File: src/rtl/uart_tx_port.sv
`default_nettype none
// ============================================================================
// Module      : uart_tx_port
// Description : Memory-mapped 8N1 UART transmitter with a TX FIFO and a
//               polled STATUS register on the uart_* bus port.
// Revision    : 1.0 - initial release
// ============================================================================
module uart_tx_port #(
    parameter int DEPTH        = 8,
    parameter int CLKS_PER_BIT = 868
) (
    input  logic        clock,
    input  logic        reset,
    input  logic        uart_valid,
    input  logic        uart_instr,
    input  logic [31:0] uart_addr,
    input  logic [31:0] uart_wdata,
    input  logic [3:0]  uart_wstrb,
    output logic [31:0] uart_rdata,
    output logic        uart_ready,
    output logic        uart_tx
);

    localparam int PTR_W  = $clog2(DEPTH);
    localparam int CNT_W  = $clog2(DEPTH + 1);
    localparam int BAUD_W = $clog2(CLKS_PER_BIT);
    localparam logic [BAUD_W-1:0] BAUD_RELOAD = BAUD_W'(CLKS_PER_BIT - 1);
    localparam logic [CNT_W-1:0]  COUNT_FULL  = CNT_W'(DEPTH);

    typedef enum logic [1:0] {
        ST_IDLE  = 2'd0,
        ST_START = 2'd1,
        ST_DATA  = 2'd2,
        ST_STOP  = 2'd3
    } state_t;

    state_t             state_q, state_d;
    logic [BAUD_W-1:0]  baud_q, baud_d;
    logic [2:0]         bit_idx_q, bit_idx_d;
    logic [7:0]         shift_q, shift_d;
    logic               tx_q, tx_d;
    logic [PTR_W-1:0]   wr_ptr_q, wr_ptr_d;
    logic [PTR_W-1:0]   rd_ptr_q, rd_ptr_d;
    logic [CNT_W-1:0]   count_q, count_d;
    logic               ready_q, ready_d;
    logic [31:0]        rdata_q, rdata_d;
    logic [7:0]         mem_q [DEPTH];

    logic        full;
    logic        empty;
    logic        busy;
    logic        pop;
    logic        push;
    logic        req;
    logic        push_req;
    logic        baud_done;
    logic [31:0] status_word;
    logic        unused_bits;

    assign full        = (count_q == COUNT_FULL);
    assign empty       = (count_q == '0);
    assign busy        = (state_q != ST_IDLE);
    assign baud_done   = (baud_q == '0);
    assign status_word = {16'h0000, 8'(count_q), 5'b00000, busy, empty, full};
    assign unused_bits = ^{uart_addr[31:3], uart_addr[1:0], uart_wdata[31:8]};

    assign uart_tx    = tx_q;
    assign uart_ready = ready_q;
    assign uart_rdata = rdata_q;

    // Bus side: the ready pulse masks the still-held request so it is not taken twice.
    always_comb begin
        ready_d  = 1'b0;
        rdata_d  = 32'h0000_0000;
        req      = uart_valid && !ready_q;
        push_req = req && !uart_instr && !uart_addr[2] && uart_wstrb[0];
        push     = push_req && (!full || pop);
        if (req) begin
            if (uart_instr) begin
                ready_d = 1'b1;
            end else if (!uart_addr[2]) begin
                ready_d = uart_wstrb[0] ? push : 1'b1;
            end else begin
                ready_d = 1'b1;
                if (uart_wstrb == 4'b0000) begin
                    rdata_d = status_word;
                end
            end
        end
    end

    always_comb begin
        wr_ptr_d = push ? wr_ptr_q + PTR_W'(1) : wr_ptr_q;
        rd_ptr_d = pop  ? rd_ptr_q + PTR_W'(1) : rd_ptr_q;
        count_d  = count_q;
        case ({push, pop})
            2'b10:   count_d = count_q + CNT_W'(1);
            2'b01:   count_d = count_q - CNT_W'(1);
            default: count_d = count_q;
        endcase
    end

    // Serializer: every state holds the line for CLKS_PER_BIT cycles.
    always_comb begin
        state_d   = state_q;
        baud_d    = baud_q;
        bit_idx_d = bit_idx_q;
        shift_d   = shift_q;
        tx_d      = tx_q;
        pop       = 1'b0;
        case (state_q)
            ST_IDLE: begin
                tx_d = 1'b1;
                if (!empty) begin
                    pop     = 1'b1;
                    shift_d = mem_q[rd_ptr_q];
                    tx_d    = 1'b0;
                    baud_d  = BAUD_RELOAD;
                    state_d = ST_START;
                end
            end
            ST_START: begin
                if (baud_done) begin
                    state_d   = ST_DATA;
                    tx_d      = shift_q[0];
                    bit_idx_d = 3'd0;
                    baud_d    = BAUD_RELOAD;
                end else begin
                    baud_d = baud_q - BAUD_W'(1);
                end
            end
            ST_DATA: begin
                if (baud_done) begin
                    baud_d = BAUD_RELOAD;
                    if (bit_idx_q == 3'd7) begin
                        state_d = ST_STOP;
                        tx_d    = 1'b1;
                    end else begin
                        shift_d   = {1'b0, shift_q[7:1]};
                        tx_d      = shift_q[1];
                        bit_idx_d = bit_idx_q + 3'd1;
                    end
                end else begin
                    baud_d = baud_q - BAUD_W'(1);
                end
            end
            ST_STOP: begin
                if (baud_done) begin
                    if (!empty) begin
                        pop     = 1'b1;
                        shift_d = mem_q[rd_ptr_q];
                        tx_d    = 1'b0;
                        baud_d  = BAUD_RELOAD;
                        state_d = ST_START;
                    end else begin
                        tx_d    = 1'b1;
                        state_d = ST_IDLE;
                    end
                end else begin
                    baud_d = baud_q - BAUD_W'(1);
                end
            end
            default: begin
                tx_d    = 1'b1;
                state_d = ST_IDLE;
            end
        endcase
    end

    always_ff @(posedge clock) begin
        if (reset) begin
            state_q   <= ST_IDLE;
            baud_q    <= '0;
            bit_idx_q <= 3'd0;
            shift_q   <= 8'h00;
            tx_q      <= 1'b1;
            wr_ptr_q  <= '0;
            rd_ptr_q  <= '0;
            count_q   <= '0;
            ready_q   <= 1'b0;
            rdata_q   <= 32'h0000_0000;
        end else begin
            state_q   <= state_d;
            baud_q    <= baud_d;
            bit_idx_q <= bit_idx_d;
            shift_q   <= shift_d;
            tx_q      <= tx_d;
            wr_ptr_q  <= wr_ptr_d;
            rd_ptr_q  <= rd_ptr_d;
            count_q   <= count_d;
            ready_q   <= ready_d;
            rdata_q   <= rdata_d;
        end
    end

    // Storage needs no reset; the pointers define which entries are live.
    always_ff @(posedge clock) begin
        if (push) begin
            mem_q[wr_ptr_q] <= uart_wdata[7:0];
        end
    end

endmodule
`default_nettype wire

File: config.mk
export PLATFORM = sky130hd
export DESIGN_NAME = uart_tx_port
export DESIGN_NICKNAME = d
export VERILOG_FILES = /design/src/rtl/uart_tx_port.sv
export SDC_FILE = /design/constraint.sdc
export NUM_CORES = 1
export LEC_CHECK = 0
export CAP_MARGIN = 20
export CORE_ASPECT_RATIO = 1.4
export CORE_UTILIZATION = 30
export DETAILED_ROUTE_END_ITERATION = 16
export HOLD_SLACK_MARGIN = 0.06
export PLACE_DENSITY_LB_ADDON = 0.3
export SYNTH_ARGS = -nofsm -noshare
export SYNTH_HDL_FRONTEND = slang
export SYNTH_SLANG_ARGS = --single-unit
File: constraint.sdc
create_clock -name clock -period 3.4 [get_ports clock]
set_input_delay 1.02 -clock clock [delete_from_list [all_inputs] [get_ports clock]]
set_output_delay 1.02 -clock clock [all_outputs]
set_load 0.02 [all_outputs]
==> results.ini, run 1 <==
[timing]
tightest_slew_ns=0.798
fmax_mhz=333
fin_crit_sh_pct=88.4
rsz0062_at_grt=false
report.final.hold_viol_count=0
slew_headroom_pct=46.7
setup_slack_ns=0.394
drv_slew=0
fin_setup_tns_ns=0
min_period_ns=3.01
finalSetupViolCount=0
final.setup_skew_ns=0.00886

[final_layout]
multi_input_area_mm2=0.00193
diodes=0
final_nets=517
fill_cells=1598
final_layout_size_suffix_gt1_share_pct=14.4
syn_to_final_growth_pct=14.8
layout.cells.non_filler=635
seq_area_mm2=0.00282

[worst_setup_path]
rr_worst_depth=13
r2r-start=baud_q[0]
r2r_slack_ns=0.56
cp_cell_sequence=clkdlybuf4s50_1 > nor3b_1 > nand2_1 > nand2_2 > inv_2 > ha_1 > a21o_1 > a21o_1 > nor4_1 > nor3_1 > nor3b_1
cp_data_arrival_time_ns=3.28
cp_slowest_stage_delay_ns=0.47
r2r_end=count_q[3]
timing.critical_path.to_type=register
worstPathRequired_ns=3.68
path_max_fanout=8
critPathLaunchType=input port
crit_type=input port to register
crit_slowest_cell=clkdlybuf4s50_1

[place]
dp.final_hpwl_um=6500
gp_congestion=0.727
pre_cts_slack_ns=0.0316
numPortBuffers=25
dp.cells=619

[synth]
synth_seq_cells=109
synth_top_area_cell=edfxtp_1
yosysMostFrequentCell=edfxtp_1
synth_common_cells=edfxtp_1 (64), dfxtp_1 (45), nor2_1 (37), buf_4 (25), o21ai_0 (20)
synth.top_cells.by_area=edfxtp_1 (39%), dfxtp_1 (18%), mux4_2 (7.2%), buf_4 (3.8%), ha_1 (3.3%)
synthArstFlopShare_pct=0
yosysSeqAreaShare_pct=56.6
synth_edf_count=64
netlist_area_mm2=0.00499
ys_warn_count=0
ys.flop_type=edfxtp_1
synth_top_area_share_pct=38.5
ys_types=60
netlist_instances=399
syn_avg_cell_area_um2=12.5

[clocking]
htreeDepth=3
cts.reportedPaths.clkPinSlew_ns=0.08
insertion_delay_ns=0.36
numCtsBuffers=9
cts_resized=0
postCtsSetupBuffers=0
tritoncts=yes
cts_buffer_depth=2
cts.sinks=109
cts_root_buf=clkbuf_16
hold_buffers=0

[global_routing]
track_usage_pct=12.1
grt_max_degree=25
overflow=0
grt_antenna_before_repair=0
grt_pass1_wl_um=15800
grt_pass1_vias=3194

[min_path]
holdPathEnd=shift_q[5]
hold_path.class=register to register
holdCritStartpoint=shift_q[5]
hold-path-cell-count=1

[floorplanning]
fp.dieW_um=111
fp.dieH_um=155
core_mm2=0.0162
ios=106
rows=55
die-area_mm2=0.0171
start_util_pct=30.7

[detailed_routing]
drt-vias-per-instance=4.91
routed_wl_um=9410
first_iter_violations=122
wl_per_cell_um=14.8
ant_nets=0
via_count=3118
dr.pass1.iters=10
remaining_drc_errors=16

[outcome]
violations=DRC
status=finished with violations

[power]
irDropWorstVdd_v=0.000323
power_density_mw_per_mm2=720
p_leak_uw=0.00200

[flow_run]
maxCapViolations=0

## cell type report
type	instances	share of cell area (%)
Sequential cell	109	49.3
Multi-Input combinational cell	259	33.8
Timing Repair Buffer	41	6.47
Tap cell	199	4.35
Clock buffer	9	3.93
Clock inverter	7	1.42
Inverter	11	0.721
## state kept, by name, summed over array words and instances (netlist names), named ones only
name / count
shift_q: 8
rd_ptr_q: 3
uart_ready: 1
uart_rdata: 7
wr_ptr_q: 3
baud_q: 10
count_q: 4
uart_tx: 1
state_q: 2
mem_q: 64
bit_idx_q: 3
## worst max-delay path: cells and delay by family
kind | cells | cell delay [ns]
buf+inv | 2 | 0.55
compound gates | 2 | 0.35
simple gates | 6 | 1.07
fa+ha+maj | 1 | 0.28
## power breakdown
group / switching, uW / internal, uW / leakage [uW]
Sequential: 136 / 1530 / 0.000943
Combinational: 797 / 593 / 0.000903
Clock: 542 / 529 / 0.000150
## worst max path at each step
stage,to,slack [ns],startpoint
final,count_q[3],0.39,uart_wstrb[0]
after global routing,count_q[3],0.19,uart_wstrb[0]
after CTS,count_q[3],0.40,uart_wstrb[0]
after detailed placement,count_q[3],0.03,uart_wstrb[0]
after global placement,count_q[3],0.09,uart_wstrb[0]
after floorplan,mem_q[0][0],0.37,uart_instr
## placed cells by master (no fill, tap or decap), drive strengths merged, types with 8 or more instances in the layout
master	count
a211oi	9
a21oi	16
a22o	8
buf	16
clkbuf	9
clkdlybuf4s50	25
conb	25
dfxtp	45
edfxtp	64
ha	13
inv	16
mux2i	11
mux4	16
nand2	16
nor2	39
nor3	14
o21ai	23
## metrics by stage
step                instance area, um2  hold slack (ns)  util (%)  total power [uW]
floorplan                         5080            0.442         -              2780
global placement                  5420            0.462      33.4              3040
detailed placement                5420            0.466      33.4              3090
CTS                               5720            0.487      35.2              4170
global route                      5720            0.496      35.2              4400
finish                            5720            0.484      35.2              4120
## per-layer routing
| metal | vias up | global-route usage [%] | share of wire, % |
|---|---|---|---|
| li1 | 1512 | - | - |
| met4 | 0 | 7.44 | 3.0 |
| met3 | 17 | 1.84 | 3.1 |
| met2 | 79 | 21.9 | 52 |
| met1 | 1510 | 13.2 | 42 |
| met5 | - | 0 | 0 |
## kinds of logic after synthesis
kind of cell / Yosys count / share of synthesized area (%)
buffers and inverters: 55 / 6.40
xor gates and xnor gates: 3 / 0.527
muxes: 28 / 9.66
adders and majority gates: 14 / 3.66
AOI/OAI and AO/OA: 82 / 11.2
other: 1 / 0.0752
and+or+nand+nor: 107 / 11.8
DFF: 109 / 56.6
(Power assumes the default switching activity.)
==> run 2, diff against run 1 <==
RECOVER_POWER = 25   (was not set)
SKIP_LAST_GASP = 1   (was not set)
==> run 2 against run 1 <==
Effect of this change:
- the run still ends with DRC left
- power is essentially flat
- largest cell class unchanged
- clock power is essentially flat
- worst setup slack about the same
- worst hold slack unchanged
- critical endpoint unchanged
- cell count is the same
- clock-buffer cell count unchanged
- highest routed layer unchanged
==> results.ini, run 2 (synthesis gave the netlist of run 1 again) <==
[outcome]
status=finished with violations
violations=DRC

[floorplanning]
core_mm2=0.0162
start_util_pct=30.7
fp.dieH_um=155
fp.dieW_um=111
ios=106
rows=55
die-area_mm2=0.0171

[timing]
holdWs_ns=0.484
fin_crit_sh_pct=88.4
tightest_slew_ns=0.798
final.setup_skew_ns=0.00886
slew_headroom_pct=46.7
min_period_ns=3.01
rsz0062_at_grt=false
finalSetupViolCount=0
report.final.hold_viol_count=0
drv_slew=0
fmax_mhz=333
fin_setup_tns_ns=0

[global_routing]
grt_pass1_wl_um=15800
grt_max_degree=25
grt_antenna_before_repair=0
grt_pass1_vias=3194
track_usage_pct=12.1
overflow=0

[power]
irDropWorstVdd_v=0.000322
p_leak_uw=0.00200
power_density_mw_per_mm2=720

[detailed_routing]
dr.pass1.iters=10
ant_nets=0
routed_wl_um=9410
wl_per_cell_um=14.8
remaining_drc_errors=16
drt-vias-per-instance=4.91
via_count=3118
first_iter_violations=122

[clocking]
cts_buffer_depth=2
cts.sinks=109
postCtsSetupBuffers=0
tritoncts=yes
cts_resized=0
hold_buffers=0
numCtsBuffers=9
insertion_delay_ns=0.36
cts_root_buf=clkbuf_16
cts.reportedPaths.clkPinSlew_ns=0.08
htreeDepth=3

[worst_setup_path]
cp_slowest_stage_delay_ns=0.47
timing.critical_path.to_type=register
crit_type=input port to register
worstPathRequired_ns=3.68
cp_top_family=simple AND/OR/NAND/NOR gates
r2r_slack_ns=0.56
cp_cell_sequence=clkdlybuf4s50_1 > nor3b_1 > nand2_1 > nand2_2 > inv_2 > ha_1 > a21o_1 > a21o_1 > nor4_1 > nor3_1 > nor3b_1
crit_slowest_cell=clkdlybuf4s50_1
crit_buf_inv=2
cp_data_arrival_time_ns=3.28
path_max_fanout=8
rr_worst_depth=13
cp_num_cells=11
critPathLaunchType=input port

[place]
gp_congestion=0.727
dp.final_hpwl_um=6500
numPortBuffers=25

[final_layout]
fill_cells=1598
multi_input_area_mm2=0.00193
syn_to_final_growth_pct=14.8
largest_reg_flops=64
final_cell_mix=edfxtp_1 (64), dfxtp_1 (45), nor2_1 (37)
final_nets=517
diodes=0
final_core_util_pct=35.2
top_register=mem_q
top_regs=mem_q x64, baud_q x10, shift_q x8
final_layout_size_suffix_gt1_share_pct=14.4
seq_area_mm2=0.00282
layout.cells.most_common=edfxtp_1

[min_path]
hold-path-cell-count=1
hold_path.class=register to register

[flow_run]
maxCapViolations=0

==> run 2: cell count changes in the layout (fill, tap and decap cells not counted), sizes merged <==
cell,delta
clkdlybuf4s50,-6
dlygate4sd3,+6
==> run 2: final timing paths <==
path / start / endpoint
max: uart_wstrb[0] / count_q[3]
min: shift_q[5] / shift_q[5]
max reg2reg: baud_q[0] / count_q[3]
min reg2reg: shift_q[5] / shift_q[5]
==> run 2: area by class of cell <==
type                       count  share of cell area (%)
sequential                   109                    49.3
multi-input combinational    259                    33.8
timing repair buffer          41                    6.47
tap                          199                    4.35
clock buffer                   9                    3.93
clock inverter                 7                    1.42
inverter                      11                   0.721
==> run 2: stage by stage <==
stage	std cells	power [uW]	worst slack, ns	area (um2)
5_1_grt	635	4400	0.187	5720
3_3_place_gp	619	3040	0.0921	5420
6_report	635	4120	0.394	5720
4_1_cts	635	4170	0.396	5720
3_5_place_dp	619	3090	0.0316	5420
2_1_floorplan	423	2780	0.372	5080
==> run 2: layer usage <==
layer	GRT usage (%)	share of wire (%)	wire, um	up-vias
li1	-	-	-	1512
met1	13.2	42	3950	1510
met2	21.9	52	4890	79
met3	1.84	3.0	285	17
met4	7.44	3.0	280	0
met5	0	0	0	-
==> run 2: where the power goes <==
group          leakage, uW  switching [uW]  internal, uW
sequential        0.000943             136          1530
combinational     0.000905             797           591
clock             0.000150             542           529
total              0.00200            1470          2650
